<file path="src/rtl/idex_operand_stage_if.sv">
// +------------------------------------------------------------------------+
// | Interface : idex_operand_stage_if                                      |
// | Purpose   : Bundles the decode-side inputs, forwarding sources and the |
// |             EX-side outputs of the ID/EX operand stage.                |
// | Modports  : master - drives id_*, stall, flush, mem_*, wb_*;           |
// |                      observes ex_* and hazard_stall                    |
// |             slave  - the operand stage itself                          |
// | Signals   : id_valid, id_rd1/id_rd2/id_imm (WIDTH), id_rs/id_rt/id_wr  |
// |             (RW), id_shamt (5), id_alucontrol (CW), id_alusrc,         |
// |             id_regwrite, id_memtoreg, id_memwrite, stall, flush,       |
// |             mem_regwrite/mem_wr/mem_aluout, wb_regwrite/wb_wr/         |
// |             wb_result, ex_valid, ex_a, ex_b, ex_storedata, ex_shamt,   |
// |             ex_alucontrol, ex_wr, ex_regwrite, ex_memtoreg,            |
// |             ex_memwrite, hazard_stall                                  |
// | Revision  : 1.0 - initial release                                      |
// +------------------------------------------------------------------------+
`default_nettype none

interface idex_operand_stage_if #(
  parameter int WIDTH = 32,
  parameter int RW    = 5,
  parameter int CW    = 5
);
  // Decode slot
  logic             id_valid;
  logic [WIDTH-1:0] id_rd1;
  logic [WIDTH-1:0] id_rd2;
  logic [WIDTH-1:0] id_imm;
  logic [RW-1:0]    id_rs;
  logic [RW-1:0]    id_rt;
  logic [RW-1:0]    id_wr;
  logic [4:0]       id_shamt;
  logic [CW-1:0]    id_alucontrol;
  logic             id_alusrc;
  logic             id_regwrite;
  logic             id_memtoreg;
  logic             id_memwrite;
  // Pipeline control
  logic             stall;
  logic             flush;
  // Writeback information from later stages
  logic             mem_regwrite;
  logic [RW-1:0]    mem_wr;
  logic [WIDTH-1:0] mem_aluout;
  logic             wb_regwrite;
  logic [RW-1:0]    wb_wr;
  logic [WIDTH-1:0] wb_result;
  // EX slot
  logic             ex_valid;
  logic [WIDTH-1:0] ex_a;
  logic [WIDTH-1:0] ex_b;
  logic [WIDTH-1:0] ex_storedata;
  logic [4:0]       ex_shamt;
  logic [CW-1:0]    ex_alucontrol;
  logic [RW-1:0]    ex_wr;
  logic             ex_regwrite;
  logic             ex_memtoreg;
  logic             ex_memwrite;
  logic             hazard_stall;

  modport master (
    output id_valid, id_rd1, id_rd2, id_imm, id_rs, id_rt, id_wr, id_shamt,
           id_alucontrol, id_alusrc, id_regwrite, id_memtoreg, id_memwrite,
           stall, flush, mem_regwrite, mem_wr, mem_aluout,
           wb_regwrite, wb_wr, wb_result,
    input  ex_valid, ex_a, ex_b, ex_storedata, ex_shamt, ex_alucontrol,
           ex_wr, ex_regwrite, ex_memtoreg, ex_memwrite, hazard_stall
  );

  modport slave (
    input  id_valid, id_rd1, id_rd2, id_imm, id_rs, id_rt, id_wr, id_shamt,
           id_alucontrol, id_alusrc, id_regwrite, id_memtoreg, id_memwrite,
           stall, flush, mem_regwrite, mem_wr, mem_aluout,
           wb_regwrite, wb_wr, wb_result,
    output ex_valid, ex_a, ex_b, ex_storedata, ex_shamt, ex_alucontrol,
           ex_wr, ex_regwrite, ex_memtoreg, ex_memwrite, hazard_stall
  );
endinterface

`default_nettype wire

</file>
<file path="src/rtl/idex_operand_stage.sv">
// +------------------------------------------------------------------------+
// | Module    : idex_operand_stage                                         |
// | Purpose   : ID/EX pipeline register with EX-stage operand forwarding   |
// |             and hazard detection. Drives ALU operands, shamt and       |
// |             alucontrol, plus store data and control for EX/MEM.        |
// | Ports     : clk   - clock, rising edge                                 |
// |             reset - asynchronous, active-high                          |
// |             bus   - idex_operand_stage_if.slave (decode inputs,        |
// |                     MEM/WB writeback info, EX outputs, hazard_stall)   |
// | Config    : IDEX_FWD_EN defined   -> MEM/WB forwarding, load-use stall |
// |             IDEX_FWD_EN undefined -> no forwarding, stall on any RAW   |
// |                                      against EX or MEM                 |
// | Revision  : 1.0 - initial release                                      |
// +------------------------------------------------------------------------+
`default_nettype none

module idex_operand_stage #(
  parameter int WIDTH = 32,
  parameter int RW    = 5,
  parameter int CW    = 5
) (
  input  wire logic          clk,
  input  wire logic          reset,
  idex_operand_stage_if.slave bus
);

  // EX slot registers
  logic             r_valid;
  logic [WIDTH-1:0] r_rd1;
  logic [WIDTH-1:0] r_rd2;
  logic [WIDTH-1:0] r_imm;
  logic [RW-1:0]    r_rs;
  logic [RW-1:0]    r_rt;
  logic [RW-1:0]    r_wr;
  logic [4:0]       r_shamt;
  logic [CW-1:0]    r_alucontrol;
  logic             r_alusrc;
  logic             r_regwrite;
  logic             r_memtoreg;
  logic             r_memwrite;

  logic [WIDTH-1:0] w_fwd_a;
  logic [WIDTH-1:0] w_fwd_b;
  logic             w_hazard;

`ifdef IDEX_FWD_EN
  // MEM result is younger than WB, so it wins on a simultaneous match.
  // r0 is hardwired zero and must never pick up a forwarded value.
  always_comb begin
    w_fwd_a = r_rd1;
    w_fwd_b = r_rd2;
    if (bus.mem_regwrite && (bus.mem_wr == r_rs) && (r_rs != '0)) begin
      w_fwd_a = bus.mem_aluout;
    end else if (bus.wb_regwrite && (bus.wb_wr == r_rs) && (r_rs != '0)) begin
      w_fwd_a = bus.wb_result;
    end
    if (bus.mem_regwrite && (bus.mem_wr == r_rt) && (r_rt != '0)) begin
      w_fwd_b = bus.mem_aluout;
    end else if (bus.wb_regwrite && (bus.wb_wr == r_rt) && (r_rt != '0)) begin
      w_fwd_b = bus.wb_result;
    end
  end

  // Only a load in EX cannot be forwarded in time: its data exists after MEM.
  // Gating with reset drops the request at once while reset is held.
  assign w_hazard = r_valid && r_memtoreg && (r_wr != '0) && bus.id_valid &&
                    ((r_wr == bus.id_rs) || (r_wr == bus.id_rt)) && !reset;
`else
  logic w_rs_busy;
  logic w_rt_busy;
  logic w_unused;

  assign w_fwd_a = r_rd1;
  assign w_fwd_b = r_rd2;

  // Without forwarding a source is unusable while any producer of it is
  // still in EX or MEM; WB is safe because the regfile writes first-half.
  assign w_rs_busy = (bus.id_rs != '0) &&
                     ((r_valid && r_regwrite && (r_wr == bus.id_rs)) ||
                      (bus.mem_regwrite && (bus.mem_wr == bus.id_rs)));
  assign w_rt_busy = (bus.id_rt != '0) &&
                     ((r_valid && r_regwrite && (r_wr == bus.id_rt)) ||
                      (bus.mem_regwrite && (bus.mem_wr == bus.id_rt)));
  assign w_hazard  = (w_rs_busy || w_rt_busy) && !reset;

  // Forwarding sources and registered source ids have no consumer here.
  assign w_unused = ^{bus.mem_aluout, bus.wb_regwrite, bus.wb_wr,
                      bus.wb_result, r_rs, r_rt};
`endif

  // Priority: reset > flush > hazard bubble > stall hold > capture.
  always_ff @(posedge clk or posedge reset) begin
    if (reset) begin
      r_valid      <= 1'b0;
      r_rd1        <= '0;
      r_rd2        <= '0;
      r_imm        <= '0;
      r_rs         <= '0;
      r_rt         <= '0;
      r_wr         <= '0;
      r_shamt      <= '0;
      r_alucontrol <= '0;
      r_alusrc     <= 1'b0;
      r_regwrite   <= 1'b0;
      r_memtoreg   <= 1'b0;
      r_memwrite   <= 1'b0;
    end else if (bus.flush || w_hazard) begin
      r_valid      <= 1'b0;
      r_rd1        <= '0;
      r_rd2        <= '0;
      r_imm        <= '0;
      r_rs         <= '0;
      r_rt         <= '0;
      r_wr         <= '0;
      r_shamt      <= '0;
      r_alucontrol <= '0;
      r_alusrc     <= 1'b0;
      r_regwrite   <= 1'b0;
      r_memtoreg   <= 1'b0;
      r_memwrite   <= 1'b0;
    end else if (!bus.stall) begin
      r_valid      <= bus.id_valid;
      r_rd1        <= bus.id_rd1;
      r_rd2        <= bus.id_rd2;
      r_imm        <= bus.id_imm;
      r_rs         <= bus.id_rs;
      r_rt         <= bus.id_rt;
      r_wr         <= bus.id_wr;
      r_shamt      <= bus.id_shamt;
      r_alucontrol <= bus.id_alucontrol;
      r_alusrc     <= bus.id_alusrc;
      // An empty decode slot must not cause side effects downstream.
      r_regwrite   <= bus.id_valid && bus.id_regwrite;
      r_memtoreg   <= bus.id_valid && bus.id_memtoreg;
      r_memwrite   <= bus.id_valid && bus.id_memwrite;
    end
  end

  assign bus.ex_valid      = r_valid;
  assign bus.ex_a          = w_fwd_a;
  assign bus.ex_b          = r_alusrc ? r_imm : w_fwd_b;
  assign bus.ex_storedata  = w_fwd_b;
  assign bus.ex_shamt      = r_shamt;
  assign bus.ex_alucontrol = r_alucontrol;
  assign bus.ex_wr         = r_wr;
  assign bus.ex_regwrite   = r_regwrite;
  assign bus.ex_memtoreg   = r_memtoreg;
  assign bus.ex_memwrite   = r_memwrite;
  assign bus.hazard_stall  = w_hazard;

endmodule

`default_nettype wire

</file>
<file path="src/flat_wrapper.sv">
// flat-port wrapper written by rule: the top's interface ports become plain ports
module idex_operand_stage_flat 
#(
  parameter int WIDTH = 32,
  parameter int RW    = 5,
  parameter int CW    = 5
)
  (clk, reset, bus_id_valid, bus_id_rd1, bus_id_rd2, bus_id_imm, bus_id_rs, bus_id_rt, bus_id_wr, bus_id_shamt, bus_id_alucontrol, bus_id_alusrc, bus_id_regwrite, bus_id_memtoreg, bus_id_memwrite, bus_stall, bus_flush, bus_mem_regwrite, bus_mem_wr, bus_mem_aluout, bus_wb_regwrite, bus_wb_wr, bus_wb_result, bus_ex_valid, bus_ex_a, bus_ex_b, bus_ex_storedata, bus_ex_shamt, bus_ex_alucontrol, bus_ex_wr, bus_ex_regwrite, bus_ex_memtoreg, bus_ex_memwrite, bus_hazard_stall);
  idex_operand_stage_if #(.WIDTH(WIDTH), .RW(RW), .CW(CW)) bus_i ();
  input  wire logic clk;
  input  wire logic reset;
  input wire logic [$bits(bus_i.id_valid)-1:0] bus_id_valid;
  input wire logic [$bits(bus_i.id_rd1)-1:0] bus_id_rd1;
  input wire logic [$bits(bus_i.id_rd2)-1:0] bus_id_rd2;
  input wire logic [$bits(bus_i.id_imm)-1:0] bus_id_imm;
  input wire logic [$bits(bus_i.id_rs)-1:0] bus_id_rs;
  input wire logic [$bits(bus_i.id_rt)-1:0] bus_id_rt;
  input wire logic [$bits(bus_i.id_wr)-1:0] bus_id_wr;
  input wire logic [$bits(bus_i.id_shamt)-1:0] bus_id_shamt;
  input wire logic [$bits(bus_i.id_alucontrol)-1:0] bus_id_alucontrol;
  input wire logic [$bits(bus_i.id_alusrc)-1:0] bus_id_alusrc;
  input wire logic [$bits(bus_i.id_regwrite)-1:0] bus_id_regwrite;
  input wire logic [$bits(bus_i.id_memtoreg)-1:0] bus_id_memtoreg;
  input wire logic [$bits(bus_i.id_memwrite)-1:0] bus_id_memwrite;
  input wire logic [$bits(bus_i.stall)-1:0] bus_stall;
  input wire logic [$bits(bus_i.flush)-1:0] bus_flush;
  input wire logic [$bits(bus_i.mem_regwrite)-1:0] bus_mem_regwrite;
  input wire logic [$bits(bus_i.mem_wr)-1:0] bus_mem_wr;
  input wire logic [$bits(bus_i.mem_aluout)-1:0] bus_mem_aluout;
  input wire logic [$bits(bus_i.wb_regwrite)-1:0] bus_wb_regwrite;
  input wire logic [$bits(bus_i.wb_wr)-1:0] bus_wb_wr;
  input wire logic [$bits(bus_i.wb_result)-1:0] bus_wb_result;
  output wire logic [$bits(bus_i.ex_valid)-1:0] bus_ex_valid;
  output wire logic [$bits(bus_i.ex_a)-1:0] bus_ex_a;
  output wire logic [$bits(bus_i.ex_b)-1:0] bus_ex_b;
  output wire logic [$bits(bus_i.ex_storedata)-1:0] bus_ex_storedata;
  output wire logic [$bits(bus_i.ex_shamt)-1:0] bus_ex_shamt;
  output wire logic [$bits(bus_i.ex_alucontrol)-1:0] bus_ex_alucontrol;
  output wire logic [$bits(bus_i.ex_wr)-1:0] bus_ex_wr;
  output wire logic [$bits(bus_i.ex_regwrite)-1:0] bus_ex_regwrite;
  output wire logic [$bits(bus_i.ex_memtoreg)-1:0] bus_ex_memtoreg;
  output wire logic [$bits(bus_i.ex_memwrite)-1:0] bus_ex_memwrite;
  output wire logic [$bits(bus_i.hazard_stall)-1:0] bus_hazard_stall;
  assign bus_i.id_valid = bus_id_valid;
  assign bus_i.id_rd1 = bus_id_rd1;
  assign bus_i.id_rd2 = bus_id_rd2;
  assign bus_i.id_imm = bus_id_imm;
  assign bus_i.id_rs = bus_id_rs;
  assign bus_i.id_rt = bus_id_rt;
  assign bus_i.id_wr = bus_id_wr;
  assign bus_i.id_shamt = bus_id_shamt;
  assign bus_i.id_alucontrol = bus_id_alucontrol;
  assign bus_i.id_alusrc = bus_id_alusrc;
  assign bus_i.id_regwrite = bus_id_regwrite;
  assign bus_i.id_memtoreg = bus_id_memtoreg;
  assign bus_i.id_memwrite = bus_id_memwrite;
  assign bus_i.stall = bus_stall;
  assign bus_i.flush = bus_flush;
  assign bus_i.mem_regwrite = bus_mem_regwrite;
  assign bus_i.mem_wr = bus_mem_wr;
  assign bus_i.mem_aluout = bus_mem_aluout;
  assign bus_i.wb_regwrite = bus_wb_regwrite;
  assign bus_i.wb_wr = bus_wb_wr;
  assign bus_i.wb_result = bus_wb_result;
  assign bus_ex_valid = bus_i.ex_valid;
  assign bus_ex_a = bus_i.ex_a;
  assign bus_ex_b = bus_i.ex_b;
  assign bus_ex_storedata = bus_i.ex_storedata;
  assign bus_ex_shamt = bus_i.ex_shamt;
  assign bus_ex_alucontrol = bus_i.ex_alucontrol;
  assign bus_ex_wr = bus_i.ex_wr;
  assign bus_ex_regwrite = bus_i.ex_regwrite;
  assign bus_ex_memtoreg = bus_i.ex_memtoreg;
  assign bus_ex_memwrite = bus_i.ex_memwrite;
  assign bus_hazard_stall = bus_i.hazard_stall;
  idex_operand_stage #(.WIDTH(WIDTH), .RW(RW), .CW(CW)) u_core (.clk(clk), .reset(reset), .bus(bus_i));
endmodule
</file>
<file path="config.mk">
export PLATFORM = sky130hd
export DESIGN_NAME = idex_operand_stage_flat
export DESIGN_NICKNAME = d
export VERILOG_FILES = /design/src/rtl/idex_operand_stage_if.sv /design/src/rtl/idex_operand_stage.sv /design/src/flat_wrapper.sv
export SDC_FILE = /design/constraint.sdc
export NUM_CORES = 1
export LEC_CHECK = 0
export BUFFER_PORTS_ARGS = -buffer_cell sky130_fd_sc_hd__buf_2
export CAP_MARGIN = 30
export CORE_UTILIZATION = 43
export DETAILED_ROUTE_END_ITERATION = 16
export PLACE_DENSITY_LB_ADDON = 0.2
export SYNTH_ARGS = -nofsm -noshare
export SYNTH_HDL_FRONTEND = slang
export SYNTH_SLANG_ARGS = --single-unit
</file>
<file path="constraint.sdc">
create_clock -name clk -period 3.7 [get_ports clk]
set_input_delay 0.74 -clock clk [delete_from_list [all_inputs] [get_ports clk]]
set_output_delay 0.74 -clock clk [all_outputs]
set_load 0.05 [all_outputs]
</file>
==> results of run 1 <==
logic make-up (layout without fill, tap and decap cells):
group	after synthesis	count (layout)	synth area share, %
multiplexers	144	144	21.5
AND/OR/NAND/NOR	131	131	11.6
AO/OA/AOI/OAI	125	125	16.1
flip-flops	116	116	42.2
buffers and inverters	78	300	5.96
XOR/XNOR	20	20	2.55
final timing paths:
| path | depth (start not counted) | to |
|---|---|---|
| worst max-delay path | 6 | bus_hazard_stall |
| worst min-delay path | 2 | u_core.r_imm[31]$_DFFE_PP0P_ |
| worst max register to register | 5 | u_core.bus.ex_a[30]$_DFFE_PP0P_ |
| worst min register to register | 4 | u_core.bus.ex_memwrite$_DFFE_PP0P_ |
| max in group asynchronous | 3 | u_core.bus.ex_storedata[0]$_DFFE_PP0P_ |
| min in group clk | 4 | u_core.bus.ex_memwrite$_DFFE_PP0P_ |
power breakdown:
group          total [uW]  switching [uW]  internal (uW)
combinational         880             579            302
sequential           1400            51.3           1340
clock                1660             575           1090
total                3940            1210           2730
worst max-delay path, delay by kind of cell:
family,cells,cell delay [ns]
AOI/OAI and AO/OA,2,0.42
xor gates and xnor gates,1,0.19
buffers and inverters,2,0.43
and+or+nand+nor,1,0.17
layout make-up:
| cell class | instances | area share [%] |
|---|---|---|
| clock inverters | 10 | 1.48 |
| clock buffers | 22 | 5.27 |
| repair buffers | 267 | 16.4 |
| flip-flops and latches | 116 | 33.0 |
| multi-input cells | 420 | 40.8 |
| well taps | 211 | 3.00 |
| inverters | 1 | 0.0853 |
sequential cells by signal, summed over array words and instances (netlist names):
signal and flops:
u_core.bus.ex_a 32, u_core.bus.ex_alucontrol 5, u_core.bus.ex_memtoreg 1, u_core.bus.ex_memwrite 1
u_core.bus.ex_regwrite 1, u_core.bus.ex_shamt 5, u_core.bus.ex_storedata 32, u_core.bus.ex_valid 1
u_core.bus.ex_wr 5, u_core.r_alusrc 1, u_core.r_imm 32
metrics by stage:
step / area, um2 / std cells / worst slack, ns / hold slack [ns]
after floorplan: 6880 / 614 / 0.880 / 0.637
after global placement: 8180 / 1014 / 1.08 / 0.643
after detailed placement: 8210 / 1015 / 1.02 / 0.661
after CTS: 8810 / 1047 / 1.01 / 0.538
after global routing: 8810 / 1047 / 0.918 / 0.569
final: 8810 / 1047 / 1.01 / 0.523
metal layers:
metal | routed length [um] | global-route usage, % | vias up
li1 | - | - | 2740
met1 | 8200 | 31.2 | 2968
met2 | 9870 | 39.3 | 224
met3 | 1300 | 6.57 | 30
met4 | 385 | 9.34 | 2
met5 | 13 | 0 | -
cell usage in the layout, fill, tap and decap left out, types with 2 or more instances in the layout:
cell type / netlist / routed
a21oi_4: 0 / 2
mux2i_1: 112 / 112
buf_12: 0 / 3
nor3_1: 2 / 2
clkinvlp_4: 0 / 3
a221oi_1: 113 / 113
dfrtp_1: 116 / 116
clkinv_2: 0 / 5
a22oi_1: 2 / 2
buf_2: 16 / 250
clkbuf_16: 0 / 17
bufinv_16: 0 / 3
nand3_1: 2 / 2
buf_4: 10 / 12
o22ai_4: 0 / 2
or2_1: 16 / 16
xnor2_1: 20 / 20
clkbuf_1: 40 / 3
a221oi_2: 3 / 3
nand2_1: 4 / 4
mux2_2: 32 / 32
or2_2: 99 / 99
nor2_1: 2 / 2
clkbuf_8: 0 / 2
nand4_1: 4 / 4
==> impl_metrics.csv, run 1 <==
group,metric,value,unit
power,ir_drop,0.289,mV
final_layout,n_antenna_cell,0,
clocking,cts_max_level,4,
setup_path,max_stage_delay,0.30,ns
synth,synth_top_cell_area_share,42.2,%
clocking,cts_buffers,17,
setup_path,criticalPathCategory,"in2out",
setup_path,crit_chain,"buf_2, xnor2_1, nand4_1, o22ai_4, a22o_1, buf_2",
sta,hold_viol_final,0,
detailed_routing,drt_first_pass_iters,5,
sta,min_period_over_period,72.7,%
clocking,clk_latency,0.41,ns
synth,syn_avg_cell_area,11.2,um2
hold_path,min_path_type,"in2async",
clocking,ctsResizeCount,0,
synth,yosys_most_used_dff,"dfrtp_1",
detailed_routing,drt-total-wl,19.8,mm
grt,grtUsageTotal,24.3,%
setup_path,ff2ff_setup_slack,1.73,ns
sta,slew_headroom,49.8,%
clocking,clock_sinks,116,
grt,grt_pass1_vias,6063,
floorplanning,chipWidth,128,um
synth,syn-num-nets,820,
setup_path,critPathCaptureType,"output port",
detailed_routing,vias,5964,
power,powerDensity,447,nW/um2
sta,skew,0.00471,ns
detailed_routing,drcViolationCount,0,
sta,fin_crit,2.69,ns
floorplanning,start_util,44.6,%
sta,fin_setup_tns,0,ns
setup_path,r2r_start,"u_core.bus.ex_wr[2]$_DFFE_PP0P_",
final_layout,final.fill_count,1412,
setup_path,crit_fanout,3,
setup_path,cp_data_arrival_time,1.95,ns
final_layout,nets,1029,
grt,globalRouteOverflowTotal,0,
clocking,cts_tree,"built",
sta,worstMarginPinSlew,0.751,ns
floorplanning,io_pins,322,
synth,ys_ff_latch,116,
synth,synth_top_cells_by_area,"dfrtp_1 42%, mux2i_1 16%, a221oi_1 14%",
floorplanning,die_area,16500,um2
clocking,cts_hold_buf,0,
detailed_routing,drt_iter0_markers,447,
synth,syn_inst,614,
sta,fmax,372,MHz
clocking,clk_path_buf_depth,2,
placed_design,hpwlAfterDp,12.1,mm
outcome,status,"complete, no violations",
detailed_routing,via_per_inst,5.70,
synth,async_reset_ff_share,100,%
detailed_routing,drt.antenna.violating_nets,0,
detailed_routing,wire_per_inst,18.9,um
synth,syn_area,6880,um2
setup_path,crit_start,"bus_id_rs[4]",
final_layout,drive_gt1_share,52.0,%
synth,synth_largest_area_cell,"dfrtp_1",
synth,yosysWarnings,0,
final_layout,final_util,57.1,%
flow_run,max-cap-violations,0,
clocking,cts_root_buf,"clkbuf_16",
synth,synth_cell_types,27,
sta,setup_viol,0,
floorplanning,fp-row-count,45,
final_layout,multiInputGateArea,3600,um2
floorplanning,core_area,15400,um2
synth,yosysMostFrequentCell,"dfrtp_1",
final_layout,seq_area,2900,um2
final_layout,synthToLayoutAreaGrowth,28.0,%
synth,synth_commonest_cells,"116 x dfrtp_1, 113 x a221oi_1, 112 x mux2i_1",
setup_path,cp_slowest_cell,"buf_2",
setup_path,crit_required,2.96,ns
placed_design,port_buffers,251,
floorplanning,die_y,128,um
setup_path,path_common_cell,"buf_2",
synth,synth-edff-count,0,
synth,ys_seq_area_share,42.2,%
placed_design,globalplace.congestion,0.797,
clocking,post_cts_buffers,0,
grt,antenna_found_initial,1,
sta,slew_violations,0,
power,p_total,3940,uW
clocking,path_clk_slew,0.05,ns
power,p_leak,0.00445,uW
grt,grt_max_degree,117,
setup_path,worstSetupStartpointType,"input port",
grt,grt_pass1_wl,31.6,mm
sta,rsz0062_at_grt,"no",
(Power assumes the default switching activity.)
==> run 2, diff against run 1 <==
clock period = 2.3 ns   (was 3.7 ns; I/O delays follow)
==> impl_metrics.csv, run 2 (same netlist as run 1, synthesis figures left out) <==
group,metric,value,unit
detailed_routing,drt_iter0_markers,358,
setup_path,crit_fanout,26,
power,powerDensity,731,nW/um2
final_layout,layout_common_cells,"249 x buf_2, 113 x a221oi_1, 112 x mux2i_1",
setup_path,critPathCaptureType,"output port",
setup_path,crit_required,1.84,ns
grt,grt_pass1_wl,30.8,mm
hold_path,min_path_type,"in2async",
grt,grt_pass1_vias,5980,
floorplanning,die_area,16500,um2
sta,hold_viol_final,0,
floorplanning,io_pins,322,
final_layout,final_common_cell,"buf_2",
power,p_comb_share,21.7,%
detailed_routing,vias,5971,
sta,min_period_over_period,95.5,%
floorplanning,core_area,15400,um2
detailed_routing,drt_first_pass_iters,5,
grt,grt_max_degree,117,
clocking,path_clk_slew,0.05,ns
power,p_sw_share,29.7,%
floorplanning,chipWidth,128,um
setup_path,crit_end,"bus_ex_b[16]",
grt,globalRouteOverflowTotal,0,
setup_path,crit_start,"u_core.r_alusrc$_DFFE_PP0P_",
placed_design,globalplace.congestion,0.848,
placed_design,port_buffers,251,
sta,slew_headroom,35.3,%
clocking,cts_root_buf,"clkbuf_16",
detailed_routing,drcViolationCount,0,
detailed_routing,wire_per_inst,18.6,um
setup_path,cp_data_arrival_time,1.74,ns
sta,worstMarginPinSlew,0.970,ns
clocking,cts_buffers,17,
setup_path,ff2ff_path_depth,6,
power,pwr-share-clk,43.6,%
detailed_routing,drt-total-wl,19.5,mm
clocking,clk_path_buf_depth,2,
power,p_switching,1930,uW
setup_path,worstReg2RegEnd,"u_core.bus.ex_a[9]$_DFFE_PP0P_",
power,p_int,4570,uW
sta,skew,0.00799,ns
outcome,status,"complete, no violations",
sta,rsz0062_at_grt,"no",
floorplanning,start_util,44.6,%
setup_path,worstSetupStartpointType,"flop",
setup_path,criticalPathCategory,"reg2out",
sta,fin_crit,2.20,ns
sta,setup_viol,0,
detailed_routing,drt.antenna.violating_nets,0,
clocking,cts_tree,"built",
clocking,clock_sinks,116,
grt,antenna_found_initial,2,
sta,fmax,455,MHz
floorplanning,fp-row-count,45,
setup_path,r2r_start,"u_core.bus.ex_wr[1]$_DFFE_PP0P_",
sta,slew_violations,0,
final_layout,drive_gt1_share,53.2,%
power,p_total,6500,uW
final_layout,synthToLayoutAreaGrowth,29.2,%
flow_run,max-cap-violations,0,
grt,grtUsageTotal,24.0,%
power,p_leak,0.00447,uW
clocking,clk_latency,0.41,ns
clocking,cts_max_level,4,
placed_design,hpwlAfterDp,11.9,mm
final_layout,nets,1031,
power,ir_drop,0.490,mV
detailed_routing,via_per_inst,5.69,
floorplanning,die_y,128,um
setup_path,ff2ff_setup_slack,0.39,ns
power,power_frac_seq,34.6,%
sta,fin_setup_tns,0,ns
## run 2: how the worst min path moves through the flow
stage                                                         end  slack, ns  cells past startpoint
after detailed placement       u_core.bus.ex_memwrite$_DFFE_PP0P_       0.65                      4
after global placement         u_core.bus.ex_memwrite$_DFFE_PP0P_       0.64                      4
after CTS                            u_core.r_imm[18]$_DFFE_PP0P_       0.34                      3
after floorplan                       u_core.r_imm[0]$_DFFE_PP0P_       0.64                      3
after global routing      u_core.bus.ex_alucontrol[4]$_DFFE_PP0P_       0.35                      3
final                     u_core.bus.ex_storedata[18]$_DFFE_PP0P_       0.28                      3
## run 2: critical path, stage by stage, from the launching register on
cell     delay, ns
dfrtp_1       0.34
buf_4         0.38
mux2_2        0.40
buf_2         0.21
## run 2: per-layer routing
| layer | wire (um) | up-vias | global-route usage, % | share of wire (%) |
|---|---|---|---|---|
| li1 | - | 2739 | - | - |
| met1 | 7980 | 2969 | 29.6 | 41 |
| met2 | 9860 | 227 | 39.6 | 50 |
| met3 | 1240 | 34 | 6.32 | 6.4 |
| met4 | 427 | 2 | 10.8 | 2.2 |
| met5 | 13 | - | 0 | 0.067 |
## run 2: final cells by class
cell class	count	area [um2]
clock inverter	9	150
antenna	1	2.50
timing repair buffer	269	1470
fill	1364	6540
tap	211	264
sequential	116	2910
inverter	1	7.51
multi-input combinational	420	3610
clock buffer	22	484
## run 2: per-stage QoR
stage          setup WS [ns]  utilization [%]  area (um2)  hold slack, ns  instances
5_1_grt               0.0112             57.6        8890           0.345       1049
4_1_cts               0.0190             57.5        8870           0.340       1047
2_1_floorplan         0.0665                -        6890           0.637        614
6_report               0.103             57.6        8890           0.281       1049
3_3_place_gp           0.235             53.4        8230           0.645       1016
3_5_place_dp           0.230             53.4        8230           0.653       1016
## run 2: repair_timing
action	in CTS	in global routing
resized for setup	1	2
setup buffers	0	1
pin swaps	0	3
endpoints found under the setup margin	1	1
hold buffers	0	0
## run 2: power by group through the flow
stage / combinational [uW] / clock (uW) / sequential [uW]
final: 1410 / 2830 / 2250
after global routing: 1510 / 2990 / 2260
after CTS: 1420 / 2890 / 2250
after detailed placement: 1420 / 0 / 2280
after global placement: 1390 / 0 / 2280
after floorplan: 733 / 0 / 2570
